--- src/rtl/c7b_bus_pkg.sv ---
// c7b_bus_pkg
//   Shared types for the IFU/LSU memory arbiter: requester (owner) encoding
//   and the arbiter FSM state encoding.
package c7b_bus_pkg;

  typedef logic owner_t;
  localparam owner_t OWN_IFU = 1'b0;
  localparam owner_t OWN_LSU = 1'b1;

  typedef logic [0:0] state_t;
  localparam state_t ST_IDLE = 1'b0;
  localparam state_t ST_REQ  = 1'b1;

endpackage

--- src/rtl/c7b_owner_fifo.sv ---
// c7b_owner_fifo
//   DEPTH-entry, 1-bit-wide in-order FIFO holding the owner of each acked,
//   not-yet-answered bus transaction.
// Ports
//   i_clk, i_reset   clock, async active-high reset
//   i_push, i_din    enqueue owner
//   i_pop            dequeue head (ignored when empty)
//   o_head           owner at the head
//   o_full, o_empty  occupancy flags
// A push while full is accepted only if a pop happens in the same cycle.
// A push into an empty FIFO never satisfies a same-cycle pop.
module c7b_owner_fifo
  import c7b_bus_pkg::*;
#(
  parameter  int DEPTH = 2,
  localparam int PW    = (DEPTH > 1) ? $clog2(DEPTH) : 1,
  localparam int CW    = $clog2(DEPTH + 1)
) (
  input  logic   i_clk,
  input  logic   i_reset,
  input  logic   i_push,
  input  owner_t i_din,
  input  logic   i_pop,
  output owner_t o_head,
  output logic   o_full,
  output logic   o_empty
);

  logic [DEPTH-1:0] r_mem;
  logic [PW-1:0]    r_wp, r_rp;
  logic [CW-1:0]    r_cnt;
  logic             w_push, w_pop;

  function automatic logic [PW-1:0] nxt(input logic [PW-1:0] p);
    return (p == PW'(DEPTH - 1)) ? '0 : p + PW'(1);
  endfunction

  assign o_full  = (r_cnt == CW'(DEPTH));
  assign o_empty = (r_cnt == '0);
  assign w_pop   = i_pop && !o_empty;
  assign w_push  = i_push && (!o_full || w_pop);
  assign o_head  = r_mem[r_rp];

  always_ff @(posedge i_clk or posedge i_reset) begin
    if (i_reset) begin
      r_mem <= '0;
      r_wp  <= '0;
      r_rp  <= '0;
      r_cnt <= '0;
    end else begin
      if (w_push) begin
        r_mem[r_wp] <= i_din;
        r_wp        <= nxt(r_wp);
      end
      if (w_pop) r_rp <= nxt(r_rp);
      case ({w_push, w_pop})
        2'b10:   r_cnt <= r_cnt + CW'(1);
        2'b01:   r_cnt <= r_cnt - CW'(1);
        default: r_cnt <= r_cnt;
      endcase
    end
  end

endmodule

--- src/rtl/c7b_mem_arb.sv ---
// c7b_mem_arb
//   Arbitrates the single memory/ICU bus port between fetch (IFU) and
//   load/store (LSU). Requests are held until ack; responses come back later
//   in order and are routed by an owner FIFO.
// Ports
//   i_clk, i_reset                      clock, async active-high reset
//   i_ifu_req/i_ifu_addr                IFU request, held until o_ifu_ack
//   o_ifu_ack, o_ifu_data_vld           IFU accept / response strobe
//   i_lsu_req/addr/wr/wdata             LSU request, held until o_lsu_ack
//   o_lsu_ack, o_lsu_data_vld           LSU accept / response strobe
//   o_rdata                             shared response data (mem_rdata)
//   o_mem_req/addr/wr/wdata             registered bus request
//   i_mem_ack, i_mem_data_vld, i_mem_rdata  bus handshake / response
//   o_arb_err                           sticky: response with nothing owed
module c7b_mem_arb
  import c7b_bus_pkg::*;
#(
  parameter int AW     = 32,
  parameter int DW     = 32,
  parameter int DEPTH  = 2,
  parameter int STARVE = 4
) (
  input  logic          i_clk,
  input  logic          i_reset,
  input  logic          i_ifu_req,
  input  logic [AW-1:0] i_ifu_addr,
  output logic          o_ifu_ack,
  output logic          o_ifu_data_vld,
  input  logic          i_lsu_req,
  input  logic [AW-1:0] i_lsu_addr,
  input  logic          i_lsu_wr,
  input  logic [DW-1:0] i_lsu_wdata,
  output logic          o_lsu_ack,
  output logic          o_lsu_data_vld,
  output logic [DW-1:0] o_rdata,
  output logic          o_mem_req,
  output logic [AW-1:0] o_mem_addr,
  output logic          o_mem_wr,
  output logic [DW-1:0] o_mem_wdata,
  input  logic          i_mem_ack,
  input  logic          i_mem_data_vld,
  input  logic [DW-1:0] i_mem_rdata,
  output logic          o_arb_err
);

  localparam int SW = $clog2(STARVE + 1);

  state_t        r_state;
  owner_t        r_gnt;
  logic [AW-1:0] r_addr;
  logic          r_wr;
  logic [DW-1:0] r_wdata;
  logic [SW-1:0] r_starve;
  logic          r_err;

  logic   w_push, w_pop, w_room, w_grant, w_ifu_wins;
  logic   w_full, w_empty;
  owner_t w_head;

  c7b_owner_fifo #(.DEPTH(DEPTH)) u_fifo (
    .i_clk   (i_clk),
    .i_reset (i_reset),
    .i_push  (w_push),
    .i_din   (r_gnt),
    .i_pop   (i_mem_data_vld),
    .o_head  (w_head),
    .o_full  (w_full),
    .o_empty (w_empty)
  );

  assign w_push = (r_state == ST_REQ) && i_mem_ack;
  assign w_pop  = i_mem_data_vld && !w_empty;

  // A response retiring this cycle frees a slot, so a full FIFO does not
  // cost an extra idle cycle before the next grant.
  assign w_room     = !w_full || w_pop;
  assign w_grant    = (r_state == ST_IDLE) && (i_ifu_req || i_lsu_req) && w_room;
  assign w_ifu_wins = i_ifu_req && (!i_lsu_req || (r_starve == SW'(STARVE)));

  always_ff @(posedge i_clk or posedge i_reset) begin
    if (i_reset) begin
      r_state <= ST_IDLE;
      r_gnt   <= OWN_IFU;
      r_addr  <= '0;
      r_wr    <= 1'b0;
      r_wdata <= '0;
    end else begin
      case (r_state)
        ST_IDLE: if (w_grant) begin
          r_state <= ST_REQ;
          r_gnt   <= w_ifu_wins ? OWN_IFU : OWN_LSU;
          r_addr  <= w_ifu_wins ? i_ifu_addr : i_lsu_addr;
          r_wr    <= w_ifu_wins ? 1'b0 : i_lsu_wr;
          r_wdata <= w_ifu_wins ? '0 : i_lsu_wdata;
        end
        default: if (i_mem_ack) r_state <= ST_IDLE;
      endcase
    end
  end

  // Counts IDLE grants that IFU loses while requesting; an IFU grant or an
  // idle IFU clears it.
  always_ff @(posedge i_clk or posedge i_reset) begin
    if (i_reset) begin
      r_starve <= '0;
    end else if (w_grant) begin
      if (w_ifu_wins || !i_ifu_req) r_starve <= '0;
      else if (r_starve != SW'(STARVE)) r_starve <= r_starve + SW'(1);
    end else if (!i_ifu_req) begin
      r_starve <= '0;
    end
  end

  always_ff @(posedge i_clk or posedge i_reset) begin
    if (i_reset) r_err <= 1'b0;
    else if (i_mem_data_vld && w_empty) r_err <= 1'b1;
  end

  assign o_mem_req      = (r_state == ST_REQ);
  assign o_mem_addr     = r_addr;
  assign o_mem_wr       = r_wr;
  assign o_mem_wdata    = r_wdata;
  assign o_ifu_ack      = w_push && (r_gnt == OWN_IFU);
  assign o_lsu_ack      = w_push && (r_gnt == OWN_LSU);
  assign o_ifu_data_vld = w_pop && (w_head == OWN_IFU);
  assign o_lsu_data_vld = w_pop && (w_head == OWN_LSU);
  assign o_rdata        = i_mem_rdata;
  assign o_arb_err      = r_err;

  // The owner must keep requesting until its ack arrives.
  a_ifu_hold: assert property (@(posedge i_clk) disable iff (i_reset)
    (r_state == ST_REQ && r_gnt == OWN_IFU) |-> i_ifu_req);
  a_lsu_hold: assert property (@(posedge i_clk) disable iff (i_reset)
    (r_state == ST_REQ && r_gnt == OWN_LSU) |-> i_lsu_req);

endmodule

--- config.mk ---
export PLATFORM = sky130hd
export DESIGN_NAME = c7b_mem_arb
export DESIGN_NICKNAME = d
export VERILOG_FILES = /design/src/rtl/c7b_bus_pkg.sv /design/src/rtl/c7b_owner_fifo.sv /design/src/rtl/c7b_mem_arb.sv
export SDC_FILE = /design/constraint.sdc
export NUM_CORES = 1
export LEC_CHECK = 0
export CAP_MARGIN = 5
export CORE_UTILIZATION = 34
export DETAILED_ROUTE_END_ITERATION = 10
export PLACE_DENSITY = 0.76
export SYNTH_ARGS = -nofsm -noshare
export SYNTH_HDL_FRONTEND = slang
export SYNTH_SLANG_ARGS = --single-unit
--- constraint.sdc ---
create_clock -name i_clk -period 2.1 [get_ports i_clk]
set_clock_uncertainty 0.05 [all_clocks]
set_input_delay 0.21 -clock i_clk [delete_from_list [all_inputs] [get_ports i_clk]]
set_output_delay 0.21 -clock i_clk [all_outputs]
set_load 0.05 [all_outputs]
Word level (Yosys, flattened, before mapping) --
Cells that the tools add are included.
Storage, ports and cells: output and inout port bits 103, memories 0, bits in writable memories 0, bits in latches 0, bits in registers 77, bits in read-only memories 0, input port bits 135
Cells by class: shift operators 0, $mul 0, reduce and logical (&&, ||, !) cells 24, eq/ne operators 7, magnitude comparators 3, bitwise logic cells 3, add/sub/neg operators 5, div/mod/pow operators 0, multiplexer cells 19
Operators with widths (number):
- $mux 32 | 2
- $logic_and 1x1->1 | 12
- $mux 3 | 4
- $mux 1 | 10
- $eq 2x2->1 const B | 2
- $logic_not 1->1 | 4
- $logic_or 1x1->1 | 4
- $lt 1x2->1 const B | 2
- $pmux 2 s2 | 1
- $reduce_and 2->1 | 2
- $add 3x1->3 const B | 1
- $eq 3x3->1 const B | 1
- $ne 3x1->1 const B | 1
- $ne 3x3->1 const B | 1
- $not 1->1 | 3
- $add 1x1->1 const B | 2
- $add 2x1->2 const B | 1
- $bwmux 2 | 1
- $eq 2x1->1 const B | 1
- $logic_not 2->1 | 1
- $ne 2x1->1 const B | 1
- $reduce_bool 2->1 | 1
- $sub 2x1->2 const B | 1
- $demux 1 s1 | 1
- $ge 1x1->1 const B | 1

Depth between registers and ports, before layout --
depth in word-level cells 7, mapped depth 7

By module --
A second synthesis with hierarchy kept.
Second synthesis, totals: cell total of the unflattened synthesis 381, area total of the unflattened synthesis 3804.9 sq um
Modules (own cells, without submodules):
- c7b_mem_arb | seq. area each 1776.7 sq um, area an instance 3507.1 sq um, instances 1, cells each 355
- c7b_owner_fifo | seq. area each 150.1 sq um, area an instance 297.8 sq um, instances 1, cells each 26

Worst setup path before layout --
OpenSTA, ideal clock, no wires.
path kind register to register, start point register r_state, in the netlist o_mem_req, end point register u_fifo.r_cnt[1], cell stages (with the launch flop) 8, data required time 1.925 ns, setup slack -0.001 ns, buffers on the path 1, arrival 1.925 ns, clock period less this slack 2.101 ns, cells stage by stage dfrtp_1 clkbuf_1 nand2_1 or2_2 ha_1 xnor2_1 nor2_1 xor2_1
On the way: word-level cells in the longest chain between the ends 4, elaborated cells on any way between the ends 6
RTL lines:
- start: declaration | line c7b_mem_arb.sv:48 | state_t r_state;
- start signal: assignment | line c7b_mem_arb.sv:82 | r_state <= ST_IDLE;
- start signal: assignment | line c7b_mem_arb.sv:90 | r_state <= ST_REQ;
- start signal: assignment | line c7b_mem_arb.sv:96 | default: if (i_mem_ack) r_state <= ST_IDLE;
- $logic_and 1x1->1 (*) | line c7b_mem_arb.sv:71 | assign w_push = (r_state == ST_REQ) && i_mem_ack;
- $logic_and 1x1->1 (*) | line c7b_owner_fifo.sv:41 | assign w_push = i_push && (!o_full || w_pop);
- $eq 2x1->1 or $eq 2x2->1 (tied branches) | line c7b_owner_fifo.sv:56 | case ({w_push, w_pop})
- $pmux 2 s2 or $reduce_bool 2->1 (tied branches)
- end signal: assignment | line c7b_owner_fifo.sv:57 | 2'b10: r_cnt <= r_cnt + CW'(1);
- end signal: assignment | line c7b_owner_fifo.sv:58 | 2'b01: r_cnt <= r_cnt - CW'(1);
- end signal: assignment | line c7b_owner_fifo.sv:59 | default: r_cnt <= r_cnt;
- end: declaration | line c7b_owner_fifo.sv:31 | logic [CW-1:0] r_cnt;
Every way passes the cells marked *; elsewhere a longest branch is shown, timed or not. A chain may end at the register's enable or synchronous reset.

Worst setup path after layout --
start point register r_state, in the netlist o_mem_req, end point output port o_mem_req
RTL lines:
- end: declaration | line c7b_mem_arb.sv:36 | output logic o_mem_req,
No word-level cell between the ends.

==> impl_metrics.env <==
export IMPL_path_max_fanout=13
export IMPL_design_final_nets=590
export IMPL_via_count_of_the_first_global_routing_pass=3039
export IMPL_number_of_flops_mapped_to_enable_cells_by_yosys=0
export IMPL_grt_start_max_net_pins=78
export IMPL_drt_pass1_iter_count=4
export IMPL_grt_total_usage_pct=17.4
export IMPL_grt_antenna_before_repair=0
export IMPL_dpl_worst_slack_ns=0.0519
export IMPL_synth_avg_cell_area_um2=12.2
export IMPL_synth_main_ff_cell="dfrtp_1"
export IMPL_cap_viol_max_count=0
export IMPL_setup_worst_path_start_class="register"
export IMPL_syn_nets=453
export IMPL_design_core_area_um2=10900
export IMPL_timing_final_max_slew_violations=0
export IMPL_rows=38
export IMPL_period_share_pct=94.0
export IMPL_power_w=0.00921
export IMPL_yosys_top_cells_area="dfrtp_1 (50%), mux2_2 (9.7%), a32o_1 (8.4%)"
export IMPL_tritoncts_num_buffers=9
export IMPL_worstSetupPathType="reg -> out"
export IMPL_detailed_route_via_count=2985
export IMPL_finalWorstSetupSlack_ns=0.126
export IMPL_clock_transition_at_path_regs_ns=0.08
export IMPL_routed_wl_um=10500
export IMPL_unrepaired_setup_endpoints_after_global_routing="false"
export IMPL_post_synth_inst_count=315
export IMPL_dp_hpwl_um=7720
export IMPL_wl_per_cell_um=17.6
export IMPL_floorplan_initialDensity_pct=35.2
export IMPL_worstReg2RegStart="r_starve[0]"
export IMPL_synthArstFlopShare_pct=100
export IMPL_place_area_um2=5540
export IMPL_relSlewSlack_pct=63.0
export IMPL_synth_warning_count=0
export IMPL_ctsHtreeMaxLevel=3
export IMPL_yosysMostFrequentCell="dfrtp_1"
export IMPL_crit_chain="clkdlybuf4s50_1"
export IMPL_cp_num_buf_inv=1
export IMPL_die_area_um2=11700
export IMPL_reg_to_reg_slack_setup_ns=0.22
export IMPL_critPathRequiredTime_ns=1.84
export IMPL_grt_first_pass_wirelength_um=15300
export IMPL_result_of_the_run="finished, final reports clean"
export IMPL_synth_largest_area_cell="dfrtp_1"
export IMPL_worst_ir_drop_vdd_mv=1.07
export IMPL_timing_rr_end="o_mem_wdata[21]"
export IMPL_timing_critical_path_max_delay_family="buffers and inverters"
export IMPL_final_cell_count_no_fill=597
export IMPL_post_cts_resized_instances=0
export IMPL_cts_root_to_sink_buffers=2
export IMPL_final_antenna_net_count=0
export IMPL_insertion_delay_ns=0.34
export IMPL_cts_tree="yes"
export IMPL_power_density_nw_per_um2=1600
export IMPL_fin_crit_ns=1.97
export IMPL_tightest_slew_ns=0.549
export IMPL_report_final_hold_viol_count=0
export IMPL_numClockSinks=77
export IMPL_cellLeakagePower_nw=2.35
export IMPL_yosysSeqAreaShare_pct=50.3
export IMPL_postSynthRegisterBits=77
export IMPL_grt_overflow_total=0
export IMPL_timing_critical_path_slowest_stage_cell="clkdlybuf4s50_1"
export IMPL_yosys_cell_types_count=34
export IMPL_io_pin_count=238
export IMPL_drc_violation_count_after_routing=0
export IMPL_detail_route_iter0_violations=109
export IMPL_worst_hold_path_type="in -> async"
export IMPL_fin_setup_tns_ns=0
export IMPL_cts_setup_buffers=0
export IMPL_syn_to_final_growth_pct=50.3
export IMPL_cts_root_buf="clkbuf_8"
export IMPL_slowest_delay_ns=0.86
export IMPL_placed_cells=581
export IMPL_synthesis_area_um2=3830
export IMPL_fp_dieH_um=108
export IMPL_synthTopCellsByCount="dfrtp_1 (77), a22o_1 (33), mux2_2 (33)"
export IMPL_drive_gt1_share_pct=14.7
export IMPL_stdcell_area_um2=5760
export IMPL_port_buffer_count=173
export IMPL_finalSetupViolations=0
export IMPL_place_congestion=0.714
export IMPL_cp_data_arrival_time_ns=1.71
export IMPL_cts_hold_buffers=0
export IMPL_antenna_diode_count=0
export IMPL_max_freq_mhz=507
export IMPL_r2r_cells=6
export IMPL_critPathCaptureType="primary output"
export IMPL_synth_top_area_share_pct=50.3
export IMPL_vias_per_cell=5.00
export IMPL_die_x_um=108
-- cell type report --
type,instances,area (um2)
clock buffers,11,131
clock inverters,5,83.8
fillers,986,5130
inverters,6,26.3
multi-input cells,174,1510
flip-flops and latches,77,1930
well taps,140,175
repair buffers,184,1900
-- state kept, by name, indices dropped and copies added (netlist names), 2 cells and up --
register      count
o_mem_addr       32
o_mem_wdata      32
r_starve          3
u_fifo.r_cnt      2
u_fifo.r_mem      2
-- cells by family after synthesis --
logic type                 after synthesis  share of synthesized area [%]
buffers and inverters                   64                           10.5
muxes                                   35                           10.3
DFF                                     77                           50.3
AOI/OAI and AO/OA                       77                           18.4
and+or+nand+nor                         54                           8.52
xor gates and xnor gates                 5                           1.14
adders and majority gates                3                          0.980
-- through the flow --
step / hold WS (ns) / utilization (%)
floorplan: 0.264 / -
global placement: 0.370 / 50.9
detailed placement: 0.370 / 50.9
CTS: 0.273 / 52.9
global route: 0.298 / 52.9
finish: 0.275 / 52.9
-- placed cells by master, fill, tap and decap left out, drive strengths merged, types with 3 or more instances in the layout --
cell type / synthesis / layout
nor2: 6 / 6
clkinvlp: 0 / 3
xnor2: 4 / 4
a32o: 32 / 32
inv: 6 / 6
and2: 32 / 32
clkbuf: 14 / 11
clkdlybuf4s50: 0 / 169
mux2: 34 / 34
a22o: 33 / 33
ha: 3 / 3
buf: 44 / 15
o21ai: 5 / 5
dfrtp: 77 / 77
-- report_power, final --
| group | internal [W] | leakage, nW | switching (W) |
|---|---|---|---|
| Clock | 0.000675 | 0.100 | 0.000542 |
| Combinational | 0.00214 | 1.31 | 0.00323 |
| Sequential | 0.00217 | 0.941 | 0.000455 |
-- worst max-delay path by stage --
stage	startpoint	depth (start not counted)	slack, ns	endpoint
after floorplan	o_mem_req	7	0.14	u_fifo.r_cnt[1]
after global placement	i_mem_data_vld	8	0.13	u_fifo.r_cnt[1]
after detailed placement	i_mem_data_vld	7	0.05	u_fifo.r_cnt[1]
after CTS	o_mem_req	1	0.09	o_mem_req
after global routing	u_fifo.r_cnt[0]	3	0.05	o_lsu_data_vld
final	o_mem_req	1	0.13	o_mem_req
-- routing by layer --
metal / GRT usage, % / vias to the layer above / share of wire [%] / wire length (um)
li1: - / 1399 / - / -
met1: 19.3 / 1420 / 39 / 4050
met2: 31.6 / 156 / 51 / 5370
met3: 4.52 / 10 / 9.0 / 948
met4: 6.65 / 0 / 1.1 / 117
met5: 0 / - / 0 / 0
Power figures use the tool's default switching activity.
